File: src/rtl/dram_rd_arb.sv
// ---------------------------------------------------------------------------
// dram_rd_arb
//   Shares the single registered read port of the image DRAM between two
//   pixel-fetch clients (round-robin). It also forwards one writer straight
//   to the DRAM write port.
//   Read grants are combinational. The DRAM returns data one cycle later, and
//   the response is steered to the client recorded in pend_id_q.
//   A read whose address matches a same-cycle write is held back one cycle.
//   As a result, every read observes post-write data.
//
// Ports
//   clk, rst_n                 clock, async active-low reset
//   rq{0,1}_valid/addr/ready   client read request handshake
//   rs{0,1}_valid, rs_data     read response (shared data bus)
//   wr_valid/addr/data/ready   write request handshake (never stalls)
//   mem_ren/raddr/rdata        DRAM read port (1-cycle latency)
//   mem_wen/waddr/wdata        DRAM write port
// ---------------------------------------------------------------------------
module dram_rd_arb #(
    parameter int A_WIDTH = 20,
    parameter int D_WIDTH = 8
) (
    input  logic               clk,
    input  logic               rst_n,

    input  logic               rq0_valid,
    input  logic [A_WIDTH-1:0] rq0_addr,
    output logic               rq0_ready,
    input  logic               rq1_valid,
    input  logic [A_WIDTH-1:0] rq1_addr,
    output logic               rq1_ready,

    output logic               rs0_valid,
    output logic               rs1_valid,
    output logic [D_WIDTH-1:0] rs_data,

    input  logic               wr_valid,
    input  logic [A_WIDTH-1:0] wr_addr,
    input  logic [D_WIDTH-1:0] wr_data,
    output logic               wr_ready,

    output logic               mem_ren,
    output logic [A_WIDTH-1:0] mem_raddr,
    input  logic [D_WIDTH-1:0] mem_rdata,
    output logic               mem_wen,
    output logic [A_WIDTH-1:0] mem_waddr,
    output logic [D_WIDTH-1:0] mem_wdata
);

    logic               last_q, last_d;
    logic               pend_v_q, pend_v_d;
    logic               pend_id_q, pend_id_d;

    logic               cand_v;
    logic               cand_id;
    logic [A_WIDTH-1:0] cand_addr;
    logic               wr_fire;
    logic               stall;
    logic               grant;

    // Handshake outputs are qualified with rst_n directly, so nothing is
    // granted or written while reset is asserted. Outside reset the write
    // port is always ready.
    assign wr_ready  = rst_n;
    assign wr_fire   = wr_valid && wr_ready;
    assign mem_wen   = wr_fire;
    assign mem_waddr = rst_n ? wr_addr : '0;
    assign mem_wdata = rst_n ? wr_data : '0;

    always_comb begin
        cand_v    = rq0_valid || rq1_valid;
        // With both clients requesting, the one not served last wins.
        // Otherwise the lone requester is the candidate.
        cand_id   = (rq0_valid && rq1_valid) ? ~last_q : rq1_valid;
        cand_addr = cand_id ? rq1_addr : rq0_addr;
        // Hold a read that targets the address being written this cycle.
        // Next cycle the DRAM already holds the new data.
        stall     = wr_fire && (cand_addr == wr_addr);
        grant     = rst_n && cand_v && !stall;
    end

    assign rq0_ready = grant && !cand_id;
    assign rq1_ready = grant &&  cand_id;
    assign mem_ren   = grant;
    assign mem_raddr = grant ? cand_addr : '0;

    always_comb begin
        last_d    = last_q;
        pend_v_d  = grant;
        pend_id_d = pend_id_q;
        if (grant) begin
            last_d    = cand_id;
            pend_id_d = cand_id;
        end
    end

    // last_q resets to 1, so client 0 wins the first contended grant.
    always_ff @(posedge clk or negedge rst_n) begin
        if (!rst_n) begin
            last_q    <= 1'b1;
            pend_v_q  <= 1'b0;
            pend_id_q <= 1'b0;
        end else begin
            last_q    <= last_d;
            pend_v_q  <= pend_v_d;
            pend_id_q <= pend_id_d;
        end
    end

    // The response path is purely registered state plus the data bus.
    // mem_rdata feeds no control output.
    assign rs0_valid = pend_v_q && !pend_id_q;
    assign rs1_valid = pend_v_q &&  pend_id_q;
    assign rs_data   = mem_rdata;

endmodule

File: config.mk
export PLATFORM = sky130hd
export DESIGN_NAME = dram_rd_arb
export DESIGN_NICKNAME = d
export VERILOG_FILES = /design/src/rtl/dram_rd_arb.sv
export SDC_FILE = /design/constraint.sdc
export NUM_CORES = 1
export LEC_CHECK = 0
export BUFFER_PORTS_ARGS = -buffer_cell sky130_fd_sc_hd__buf_4
export CAP_MARGIN = 20
export CORE_MARGIN = 4
export CORE_UTILIZATION = 30
export CTS_CLUSTER_DIAMETER = 200
export DETAILED_ROUTE_END_ITERATION = 10
export GPL_TIMING_DRIVEN = 0
export HOLD_SLACK_MARGIN = 0.02
export MAX_ROUTING_LAYER = met4
export PLACE_DENSITY = 0.88
export SYNTH_ARGS = -nofsm -noshare
export SYNTH_HDL_FRONTEND = slang
export SYNTH_SLANG_ARGS = --single-unit
File: constraint.sdc
create_clock -name clk -period 2.4 [get_ports clk]
set_input_delay 0.24 -clock clk [delete_from_list [all_inputs] [get_ports clk]]
set_output_delay 0.24 -clock clk [all_outputs]
set_load 0.01 [all_outputs]
[Word level (Yosys, flattened, before mapping)]
Cells that the tools add are included.
Storage, ports and cells
  register bits after elaboration: 3
  latch bits: 0
  bits in writable memories: 0
  ROM bits: 0
  input bits: 81
  output and inout port bits: 63
  word-level logic and storage cells: 23
  memories kept: 0
Operators by class
  add/sub/neg operators: 0
  $mul: 0
  divide/modulo/power cells: 0
  magnitude comparators: 0
  equality and inequality tests: 1
  shift-type cells: 0
  multiplexer cells: 5
  bitwise operators: 1
  reductions and logical operators: 13
Operator list (count)
  $mux W20: 3
  $eq A20 B20 Y1: 1
  $logic_and A1 B1 Y1: 9
  $mux W8: 1
  $logic_not A1 Y1: 3
  $logic_or A1 B1 Y1: 1
  $mux W1: 1
  $not A1 Y1: 1

[Logic depth before layout (Yosys ltp)]
  word-level depth: 8
  mapped depth: 9
  depth with buffers taken out: 6

[Least setup slack after synthesis]
OpenSTA, ideal clock, no wires.
  path kind: reg2out
  start: register last_q
  end: output port mem_ren
  data arrival time: 2.192 ns
  required time: 2.160 ns
  setup slack: -0.032 ns
  stages on the path, launching flop included: 9
  path buffers: 2
  cells stage by stage: dfstp_2 -> a21boi_2 -> buf_4 -> mux2i_1 -> a222oi_1 -> nand4b_1 -> o41ai_4 -> buf_2 -> inv_1
On the way
  word-level cells in the longest chain between the ends: 7
Ends and longest elaborated chain
  start: declaration: line 50  | logic last_q, last_d;
  start signal: assignment: line 104  | last_q <= last_d;
  $not A1 Y1: line 74  | cand_id = (rq0_valid && rq1_valid) ? ~last_q : rq1_valid;
  $mux W1: line 74
  $mux W20: line 75  | cand_addr = cand_id ? rq1_addr : rq0_addr;
  $eq A20 B20 Y1: line 78  | stall = wr_fire && (cand_addr == wr_addr);
  $logic_and A1 B1 Y1: line 78
  $logic_not A1 Y1: line 79  | grant = rst_n && cand_v && !stall;
  $logic_and A1 B1 Y1: line 79
  end: declaration: line 42  | output logic mem_ren,
Every way passes these cells.

[Worst setup path in the final report]
  start: register last_q
  end: output port mem_raddr[17]
On the way
  word-level cells in the longest chain between the ends: 8
Ends and longest elaborated chain
  $not A1 Y1 (*): line 74
  $mux W1 (*): line 74
  $mux W20 (*): line 75
  $eq A20 B20 Y1: line 78
  $logic_and A1 B1 Y1: line 78
  $logic_not A1 Y1: line 79
  $logic_and A1 B1 Y1: line 79
  $mux W20 (*): line 85  | assign mem_raddr = grant ? cand_addr : '0;
  end: declaration: line 43  | output logic [A_WIDTH-1:0] mem_raddr,
Mark *: on every way between the ends. The rest lies on a longest branch, timed or not.

==> out/qor.csv <==
stage,metric,value,unit
clocking,clock slew at reported path FFs,0.03,ns
worst_setup_path,Reg2Reg Depth,10,
yosys,area share of the leading cell type in the synthesized netlist,15.9,%
worst_setup_path,CP Cell Sequence,a21boi_4 -> buf_6 -> buf_6 -> mux2i_4 -> a221oi_2 -> nand4_1 -> o41ai_4 -> buf_6 -> buf_8 -> a21oi_2 -> buf_4,
detailed_routing,Routed WL,6230,um
yosys,#FFs+latches synth,3,
worst_setup_path,"Data arrival, critical path",2.61,ns
yosys,count of cell types in the netlist,36,
placed_design,Placer Congestion,0.914,
yosys,Post-Syn Instances,180,
sta,crit share post-route,119,%
yosys,ranking of synthesized cells by area,"and2_1 16%, xnor2_1 9.7%, nand2_1 7.6%",
pwr,LEAKAGE,1.30,nW
final_layout,fillcell total,315,
clocking,CTS H-tree lvls,1,
sta,skew final,0.00339,ns
floorplanning,Die Y,70.7,um
worst_setup_path,Critical Path Sink,mem_raddr[17],
floorplanning,Starting Density,31.7,%
clocking,clock sink count,3,
floorplanning,row count,22,
worst_setup_path,"Slowest-stage cell, CP",dfstp_2,
run_status,failing checks,setup timing,
worst_setup_path,CP startpoint,last_q$_DFFE_PN1P_,
worst_setup_path,CP most frequent cell,buf_6,
yosys,syn nets,261,
global_routing,Total GRT Usage,22.6,%
clocking,Root Buffer,clkbuf_8,
placed_design,post-place setup slack,-0.441,ns
detailed_routing,drc violations,0,
sta,Final WS setup,-0.449,ns
final_layout,Multi-input gate area,1070,sq um
clocking,Max Root-Sink Buffers,2,
yosys,"Seq/Total Area, Yosys",6.48,%
run_status,outcome,finished with violations,
final_layout,final core utilization,69.6,%
worst_setup_path,CP Launch Type,register,
floorplanning,core area,3720,sq um
sta,# setup viols final,25,
sta,min Tclk post-route,2.85,ns
job,MaxCap Viol Count,0,
final_layout,register area,76.3,sq um
sta,measured slew at the worst slew-check pin,0.573,ns
final_layout,share of cells above drive strength 1,56.5,%
yosys,yosys warns,0,
detailed_routing,vias post-DR,1913,
pwr,Peak supply drop,0.135,mV
worst_setup_path,WP buf/inv,5,
final_layout,n_diodes,0,
worst_setup_path,R2R Path Start,last_q$_DFFE_PN1P_,
sta,Max Fclk,351,MHz
detailed_routing,Final ANT Viol Nets,0,
global_routing,vias in the first global route,1922,
sta,relative slew slack,61.8,%
clocking,latest clock arrival within the worst-skew pair,0.22,ns
worst_setup_path,"Worst Path Class, Setup",reg2out,
worst_setup_path,WP depth,11,
pwr,Cell Pwr Density,297,nW/um^2
clocking,CTS Buf Count,3,
yosys,Syn Area/Cell,6.55,sq um
worst_setup_path,Worst path top cell family by delay,compound AO/OA/AOI/OAI gates,
final_layout,NumNets Final,413,
sta,final hold vios,0,
global_routing,total gr overflow,0,
worst_setup_path,Worst EP required,2.16,ns
floorplanning,die area,5000,sq um
worst_setup_path,flop2flop setup slack,-0.26,ns
clocking,TritonCTS clock tree,built,
worst_setup_path,Reg2Reg Capture Point,pend_id_q$_DFFE_PN0P_,
detailed_routing,vias per cell,5.05,
detailed_routing,drt pass-1 iters,4,
detailed_routing,DR WL/cell,16.4,um
detailed_routing,Iter 0 DRT Violations,82,
worst_setup_path,Critical Path Fanout Max,5,
floorplanning,Die W,70.7,um
global_routing,largest net degree at the start of global routing,11,
placed_design,Post-DP HPWL,4700,um
sta,RSZ-0062 raised after global routing,yes,
worst_setup_path,Critical Path End Type,output pin,
yosys,cell taking the most area after synthesis,and2_1,
floorplanning,Boundary Pins,144,
placed_design,port bufs,135,
global_routing,antenna violations before repair,0,
yosys,Mapped Area,1180,sq um
final_layout,Area Growth Syn to Fin,119,%
sta,fin. max-slew vios,0,
worst_setup_path,critical path's largest stage delay,0.55,ns
global_routing,first-pass GRT wire length,8870,um
worst_hold_path,Worst Hold Class,in2async,
timing repair:
item / in CTS / in global routing
hold endpoints to repair: 3 / 0
hold buffers: 1 / 0
pin swaps: 4 / 9
gates resized for setup: 8 / 43
setup endpoints to repair: 26 / 26
gates cloned: 3 / 0
setup buffers: 7 / 2
kinds of logic (layout without fill, tap and decap cells):
kind of cell / Yosys count / in the layout / synth area share (%)
AND/OR/NAND/NOR: 83 / 83 / 36.0
AO/OA/AOI/OAI: 35 / 35 / 21.4
buffers and inverters: 30 / 181 / 13.1
XOR/XNOR: 18 / 18 / 13.4
multiplexers: 11 / 11 / 9.66
flip-flops: 3 / 3 / 6.48
how the worst min path moves through the flow:
stage / cells after the start / slack [ns] / start / to
2_1_floorplan: 0 / -0.06 / rst_n / pend_id_q$_DFFE_PN0P_
3_3_place_gp: 1 / 0.04 / rst_n / pend_v_q$_DFF_PN0_
3_5_place_dp: 1 / 0.05 / rst_n / pend_id_q$_DFFE_PN0P_
4_1_cts: 2 / 0.39 / rst_n / pend_v_q$_DFF_PN0_
5_1_grt: 2 / 0.42 / rst_n / pend_v_q$_DFF_PN0_
6_report: 2 / 0.42 / rst_n / pend_v_q$_DFF_PN0_
worst reg2reg max path: stages (launching register included):
cell	delay (ns)
dfstp_2	0.55
a21boi_4	0.08
buf_6	0.14
buf_6	0.12
mux2i_4	0.18
a221oi_2	0.23
nand4_1	0.16
o41ai_4	0.41
buf_6	0.19
buf_4	0.14
mux2_1	0.33
cell usage after synthesis:
cell type and n:
and2_1 30, a21o_1 1, mux2_2 1, nand2_1 24
a21bo_2 1, nor2b_1 1, nand4_1 5, nand2b_1 4
a221oi_1 1, o2111ai_1 1, a222oi_1 1, o21a_1 1
xor2_1 5, nand3_1 4, inv_1 11, o22ai_1 2
a31oi_1 1, buf_4 10, mux2i_1 8, a2bb2oi_1 1
buf_2 3, dfstp_2 1, o41ai_4 1, or3_1 1
xnor2_1 13, a21boi_2 1, a21oi_1 17, a211o_1 1
dfrtp_1 2, clkbuf_1 6, nand4b_1 1, o21ai_0 1
mux2_1 2, o221ai_1 3, o41ai_1 1, nor2_1 13
power by group:
| group | switching (mW) | internal [mW] | total [mW] |
|---|---|---|---|
| Sequential | 0.00690 | 0.0601 | 0.0670 |
| Clock | 0.0387 | 0.114 | 0.152 |
| Combinational | 0.249 | 0.301 | 0.549 |
layout make-up:
cell class	instances	share of cell area [%]
inverter	11	1.69
timing repair buffer	147	44.4
sequential	3	2.95
tap	48	2.32
buffer	19	5.52
multi-input combinational	147	41.4
clock buffer	4	1.74
state kept, by name, summed over array words and instances (netlist names):
| signal | count |
|---|---|
| pend_id_q | 1 |
| pend_v_q | 1 |
| last_q | 1 |
placed cells by master, fill, tap and decap left out, types with 2 or more instances in the layout:
cell type | netlist | final
buf_2 | 3 | 2
xor2_1 | 5 | 5
inv_1 | 11 | 10
xnor2_1 | 13 | 13
nor2_1 | 13 | 7
buf_4 | 10 | 144
clkbuf_8 | 0 | 3
a21oi_1 | 17 | 10
dfrtp_1 | 2 | 2
nand4_1 | 5 | 5
mux2i_1 | 8 | 4
nor2_4 | 0 | 5
and2_1 | 30 | 30
a21oi_2 | 0 | 7
nand2_1 | 24 | 24
mux2_1 | 2 | 2
mux2i_4 | 0 | 3
nand3_1 | 4 | 4
nand2b_1 | 4 | 4
clkbuf_1 | 6 | 6
o221ai_1 | 3 | 3
buf_6 | 0 | 12
o22ai_1 | 2 | 2
through the flow:
step	TNS [ns]	area (sq um)	std cells	power (mW)	hold slack [ns]
after global placement	-8.18	2260	363	0.523	0.0440
after CTS	-9.41	2410	378	0.714	0.391
final	-10.02	2580	379	0.768	0.416
after floorplan	0	1180	180	0.279	-0.0556
after detailed placement	-9.44	2260	363	0.531	0.0462
after global routing	-12.51	2580	379	0.820	0.423
metal layers:
layer	vias to the layer above	wire [um]	track usage, %
li1	905	-	-
met2	120	3140	40.8
met4	0	93	6.68
met5	-	0	-
met1	880	2450	25.9
met3	8	549	2.98
(Power assumes the default switching activity.)
